==> src/rtl/filter_bank_controller_if.sv <==
// filter_bank_controller_if: handshake bundle between the control unit, the DMA/conv engine and the filter bank controller
// master: drives start/depth/numFilters/dmaFinish/oneConvFinish, observes controller status
// slave : the controller itself
// FC_ABORT_EN adds abort (master -> slave) and aborted (slave -> master)
interface filter_bank_controller_if #(
  parameter int DEPTH_W  = 3,
  parameter int FILTER_W = 4
);
  logic                start;
  logic [DEPTH_W-1:0]  depth;
  logic [FILTER_W-1:0] numFilters;
  logic                dmaFinish;
  logic                oneConvFinish;
  logic                loadConfig;
  logic                startOneConv;
  logic                filterLastLayer;
  logic [DEPTH_W-1:0]  layerIdx;
  logic [FILTER_W-1:0] filterIdx;
  logic                busy;
  logic                finish;
`ifdef FC_ABORT_EN
  logic                abort;
  logic                aborted;
  modport master (
    output start, depth, numFilters, dmaFinish, oneConvFinish, abort,
    input  loadConfig, startOneConv, filterLastLayer, layerIdx, filterIdx, busy, finish, aborted
  );
  modport slave (
    input  start, depth, numFilters, dmaFinish, oneConvFinish, abort,
    output loadConfig, startOneConv, filterLastLayer, layerIdx, filterIdx, busy, finish, aborted
  );
`else
  modport master (
    output start, depth, numFilters, dmaFinish, oneConvFinish,
    input  loadConfig, startOneConv, filterLastLayer, layerIdx, filterIdx, busy, finish
  );
  modport slave (
    input  start, depth, numFilters, dmaFinish, oneConvFinish,
    output loadConfig, startOneConv, filterLastLayer, layerIdx, filterIdx, busy, finish
  );
`endif
endinterface

==> src/rtl/filter_bank_controller.sv <==
// filter_bank_controller: sequences a multi-layer filter pass (per layer: config load, then one conv per filter)
// clk        : rising-edge clock
// resetState : asynchronous reset, active low
// bus        : filter_bank_controller_if.slave (start/depth/numFilters/dmaFinish/oneConvFinish in,
//              loadConfig/startOneConv/filterLastLayer/layerIdx/filterIdx/busy/finish out)
// FC_ABORT_EN: when defined, adds bus.abort / bus.aborted for cancelling a pass
module filter_bank_controller #(
  parameter int DEPTH_W  = 3,
  parameter int FILTER_W = 4
) (
  input logic                    clk,
  input logic                    resetState,
  filter_bank_controller_if.slave bus
);
  typedef enum logic [2:0] {IDLE, LOAD_CFG, ISSUE, WAIT_CONV, DONE} state_t;
  state_t              state_q, state_d;
  logic [DEPTH_W-1:0]  layer_q, layer_d, depth_q, depth_d;
  logic [FILTER_W-1:0] filter_q, filter_d, numf_q, numf_d;
`ifdef FC_ABORT_EN
  logic                aborted_q, aborted_d;
`endif
  always_ff @(posedge clk or negedge resetState) begin
    if (!resetState) begin
      state_q  <= IDLE;
      layer_q  <= '0;
      filter_q <= '0;
      depth_q  <= '0;
      numf_q   <= '0;
`ifdef FC_ABORT_EN
      aborted_q <= 1'b0;
`endif
    end else begin
      state_q  <= state_d;
      layer_q  <= layer_d;
      filter_q <= filter_d;
      depth_q  <= depth_d;
      numf_q   <= numf_d;
`ifdef FC_ABORT_EN
      aborted_q <= aborted_d;
`endif
    end
  end
  // Limits are compared against the values latched at start, so input changes mid-pass have no effect.
  always_comb begin
    state_d  = state_q;
    layer_d  = layer_q;
    filter_d = filter_q;
    depth_d  = depth_q;
    numf_d   = numf_q;
    case (state_q)
      IDLE: if (bus.start) begin
        state_d  = LOAD_CFG;
        depth_d  = bus.depth;
        numf_d   = bus.numFilters;
        layer_d  = '0;
        filter_d = '0;
      end
      LOAD_CFG: state_d = bus.dmaFinish ? ISSUE : LOAD_CFG;
      ISSUE: state_d = WAIT_CONV;
      WAIT_CONV: if (bus.oneConvFinish) begin
        if (filter_q != numf_q) begin
          filter_d = filter_q + 1'b1;
          state_d  = ISSUE;
        end else if (layer_q != depth_q) begin
          filter_d = '0;
          layer_d  = layer_q + 1'b1;
          state_d  = LOAD_CFG;
        end else begin
          state_d = DONE;
        end
      end
      DONE: begin
        state_d  = IDLE;
        layer_d  = '0;
        filter_d = '0;
      end
      default: state_d = IDLE;
    endcase
`ifdef FC_ABORT_EN
    // Abort overrides whatever the handshakes decided this cycle.
    aborted_d = 1'b0;
    if (bus.abort && state_q != IDLE) begin
      state_d   = IDLE;
      layer_d   = '0;
      filter_d  = '0;
      aborted_d = 1'b1;
    end
`endif
  end
  assign bus.loadConfig      = state_q == LOAD_CFG;
  assign bus.startOneConv    = state_q == ISSUE;
  assign bus.finish          = state_q == DONE;
  assign bus.busy            = state_q != IDLE;
  assign bus.filterLastLayer = state_q != IDLE && layer_q == depth_q;
  assign bus.layerIdx        = layer_q;
  assign bus.filterIdx       = filter_q;
`ifdef FC_ABORT_EN
  assign bus.aborted         = aborted_q;
`endif
endmodule
==> src/flat_wrapper.sv <==
// flat-port wrapper written by rule: the top's interface ports become plain ports
module filter_bank_controller_flat 
#(
  parameter int DEPTH_W  = 3,
  parameter int FILTER_W = 4
)
  (clk, resetState, bus_start, bus_depth, bus_numFilters, bus_dmaFinish, bus_oneConvFinish, bus_loadConfig, bus_startOneConv, bus_filterLastLayer, bus_layerIdx, bus_filterIdx, bus_busy, bus_finish);
  filter_bank_controller_if #(.DEPTH_W(DEPTH_W), .FILTER_W(FILTER_W)) bus_i ();
  input logic clk;
  input logic resetState;
  input wire logic [$bits(bus_i.start)-1:0] bus_start;
  input wire logic [$bits(bus_i.depth)-1:0] bus_depth;
  input wire logic [$bits(bus_i.numFilters)-1:0] bus_numFilters;
  input wire logic [$bits(bus_i.dmaFinish)-1:0] bus_dmaFinish;
  input wire logic [$bits(bus_i.oneConvFinish)-1:0] bus_oneConvFinish;
  output wire logic [$bits(bus_i.loadConfig)-1:0] bus_loadConfig;
  output wire logic [$bits(bus_i.startOneConv)-1:0] bus_startOneConv;
  output wire logic [$bits(bus_i.filterLastLayer)-1:0] bus_filterLastLayer;
  output wire logic [$bits(bus_i.layerIdx)-1:0] bus_layerIdx;
  output wire logic [$bits(bus_i.filterIdx)-1:0] bus_filterIdx;
  output wire logic [$bits(bus_i.busy)-1:0] bus_busy;
  output wire logic [$bits(bus_i.finish)-1:0] bus_finish;
  assign bus_i.start = bus_start;
  assign bus_i.depth = bus_depth;
  assign bus_i.numFilters = bus_numFilters;
  assign bus_i.dmaFinish = bus_dmaFinish;
  assign bus_i.oneConvFinish = bus_oneConvFinish;
  assign bus_loadConfig = bus_i.loadConfig;
  assign bus_startOneConv = bus_i.startOneConv;
  assign bus_filterLastLayer = bus_i.filterLastLayer;
  assign bus_layerIdx = bus_i.layerIdx;
  assign bus_filterIdx = bus_i.filterIdx;
  assign bus_busy = bus_i.busy;
  assign bus_finish = bus_i.finish;
  filter_bank_controller #(.DEPTH_W(DEPTH_W), .FILTER_W(FILTER_W)) u_core (.clk(clk), .resetState(resetState), .bus(bus_i));
endmodule
==> config.mk <==
export PLATFORM = sky130hd
export DESIGN_NAME = filter_bank_controller_flat
export DESIGN_NICKNAME = d
export VERILOG_FILES = /design/src/rtl/filter_bank_controller_if.sv /design/src/rtl/filter_bank_controller.sv /design/src/flat_wrapper.sv
export SDC_FILE = /design/constraint.sdc
export NUM_CORES = 1
export LEC_CHECK = 0
export ABC_AREA = 1
export CAP_MARGIN = 20
export CORE_MARGIN = 3
export CORE_UTILIZATION = 49
export DETAILED_ROUTE_END_ITERATION = 6
export MAX_ROUTING_LAYER = met4
export PLACE_DENSITY = 0.85
export SLEW_MARGIN = 20
export SYNTH_ARGS = -nofsm -noshare
export SYNTH_HDL_FRONTEND = slang
export SYNTH_SLANG_ARGS = --single-unit
==> constraint.sdc <==
create_clock -name clk -period 1.7 [get_ports clk]
set_input_delay 0.425 -clock clk [delete_from_list [all_inputs] [get_ports clk]]
set_output_delay 0.425 -clock clk [all_outputs]
set_load 0.03 [all_outputs]
==> flow_summary.ini <==
[layout]
drive_above_1_share = 0.242
area_growth_syn_to_layout_pct = 43.3
multi_input_area_sq_um = 576
nNetsFinal = 201
final_util = 0.797
seqCellArea_sq_um = 428
n_fill_cell = 131
antenna_cells = 0

[placed_design]
gp_congestion = 0.881
port_buffers = 23
place_ws_ns = -0.00989
dpl.hpwl_mm = 1.83

[status]
violations = setup timing
status = finished, violations left

[synth]
synthTopCellsByArea = dfrtp_1 (41%), nand2_1 (17%), inv_1 (7.6%)
syn_nets = 157
synth-main-ff-cell = dfrtp_1
netlist_area_sq_um = 1030
synthCells = 143
async_flop_share = 1.00
synth_warnings = 0
ys_seq_area_frac = 0.412
synth_top_cell_by_area = dfrtp_1
ys_seq_elements = 17
ys_types = 22
syn_avg_cell_area_sq_um = 7.23
synth_edf_count = 0
yosys-top-cells-count = nand2_1 (47), inv_1 (21), nor2_1 (21)
synth_most_common_cell = nand2_1
synth_top_area_share = 0.412

[floorplanning]
coreArea_sq_um = 1860
die_area_sq_um = 2700
die_w_um = 51.9
rows = 15
start_util = 0.556
ios = 24
die_y_um = 51.9

[timing]
hold_viol_final = 0
grt_setup_unrepaired = yes
slew_violations = 0
setup_ws_ns = -0.0249
setup_violations = 1
max_slew.worst_pin.slew_ns = 0.312
fin_worst_skew_ns = 0.00110
fmax_mhz = 580
fin_crit_sh = 1.01
slew_headroom = 0.793
tns_ns = -0.0249
whs_ns = 0.455
period_minus_slack_ns = 1.72

[clocking]
cts_buffer_depth = 2
clkLatencyLatePin_ns = 0.29
cts_tree = done
h-tree-depth = 1
clkSlewWorstSetupHoldPaths_ns = 0.10
root_buffer = clkbuf_4
ctsHoldBuffers = 0
cts.sink_count = 17
numCtsBuffers = 3

[power_and_ir_drop]
ir_worst_vdd_mv = 1.20
pwr_density_cell_nw_per_um2 = 1610
p_leak_nw = 0.799
power_mw = 2.38

[detailed_routing]
drtPass1Iterations = 4
drt-initial-drc-count = 22
drtAntennaViolNets = 0
wl_mm = 2.58
drc = 0
via_count = 1069
post_drt_wl_per_cell_um = 12.2
via_per_inst = 5.07

[worst_setup_path]
r2r_setup_slack_ns = 0.18
cp.arrival_ns = 1.30
r2r-end = u_core.bus.layerIdx[1]$_DFFE_PN0P_
reg2reg_depth = 7
start_kind = register
critPathMaxFanout = 5
worst_setup_path_end_kind = output port
rr_startpoint = u_core.state_q[2]$_DFFE_PN0P_
worst-setup-path-type = reg -> out
required_ns = 1.27

[grt]
grt.overflow.total = 0
grt_pass1_wl_mm = 4.26
antenna_found_initial = 0
grt_max_degree = 18
grt.total_usage = 0.214
grt_pass1_vias = 1079

[run]
max_cap_violations = 0

[min_path]
min_path_type = in -> async
-- power by group --
part | leakage, nW | internal (mW) | switching (mW)
sequential | 0.207 | 0.548 | 0.103
combinational | 0.577 | 0.603 | 0.913
clock | 0.0150 | 0.0912 | 0.126
-- layout make-up --
type / count / area share
well taps: 25 / 0.0211
multi-input cells: 104 / 0.389
inverters: 21 / 0.0532
repair buffers: 40 / 0.231
flip-flops and latches: 17 / 0.289
clock buffers: 4 / 0.0177
-- logic make-up (layout without fill, tap and decap cells) --
| kind of cell | count (synthesis) | count (layout) | share of synthesized area |
|---|---|---|---|
| simple gates | 89 | 89 | 0.397 |
| buf+inv | 22 | 65 | 0.0811 |
| flops | 17 | 17 | 0.412 |
| compound gates | 9 | 9 | 0.0496 |
| xor+xnor | 3 | 3 | 0.0254 |
| fa+ha+maj | 2 | 2 | 0.0242 |
| mux | 1 | 1 | 0.0109 |
-- worst max path at each step --
stage	start	endpoint	slack [ns]
after floorplan	u_core.state_q[2]$_DFFE_PN0P_	bus_loadConfig	0.03
after global placement	u_core.state_q[1]$_DFFE_PN0P_	bus_busy	-0.004
after detailed placement	u_core.state_q[1]$_DFFE_PN0P_	bus_busy	-0.01
after CTS	u_core.state_q[1]$_DFFE_PN0P_	bus_busy	-0.03
after global routing	u_core.bus.layerIdx[1]$_DFFE_PN0P_	bus_filterLastLayer	-0.09
final	u_core.bus.layerIdx[1]$_DFFE_PN0P_	bus_filterLastLayer	-0.02
-- flip-flops by register name, summed over array words and instances, names as in the netlist --
signal,count
u_core.bus.filterIdx,4
u_core.bus.layerIdx,3
u_core.depth_q,3
u_core.numf_q,4
u_core.state_q,3
-- placed cells by master (no fill, tap or decap), types with 3 or more instances in the layout --
cell / synthesis / routed
nand4_1: 3 / 3
dlygate4sd2_1: 0 / 7
nor2_4: 2 / 3
nand2_2: 3 / 5
a21oi_1: 6 / 6
clkbuf_4: 0 / 3
dfrtp_1: 17 / 15
clkdlybuf4s50_1: 0 / 11
nand2_1: 47 / 45
inv_1: 21 / 20
buf_4: 0 / 19
nand3_1: 7 / 6
nor2_1: 21 / 19
-- stage by stage --
step / std cells / instance area [sq um]
floorplan: 143 / 1040
global placement: 202 / 1380
detailed placement: 202 / 1380
CTS: 210 / 1460
global route: 211 / 1480
finish: 211 / 1480
-- timing repair --
action,4_1_cts,5_1_grt
pin swaps,4,1
endpoints found under the hold margin,0,0
gates resized for setup,20,5
setup buffers,4,1
endpoints found under the setup margin,11,4
-- worst max-delay path, cell delays in order, from the launching register on --
cell     delay (ns)
dfrtp_1        0.44
inv_1          0.08
nand2_1        0.06
nand2_2        0.11
nand3_4        0.10
nor2_4         0.09
buf_6          0.13
-- per-layer routing --
metal  up-vias  routed length, um  global-route usage
li1        526                  -                   -
met3        10                141              0.0344
met1       491               1040               0.234
met5         -                  0                   -
met4         0                 76              0.0917
met2        42               1320               0.381
Note: power is estimated with default switching activity, not from simulation.
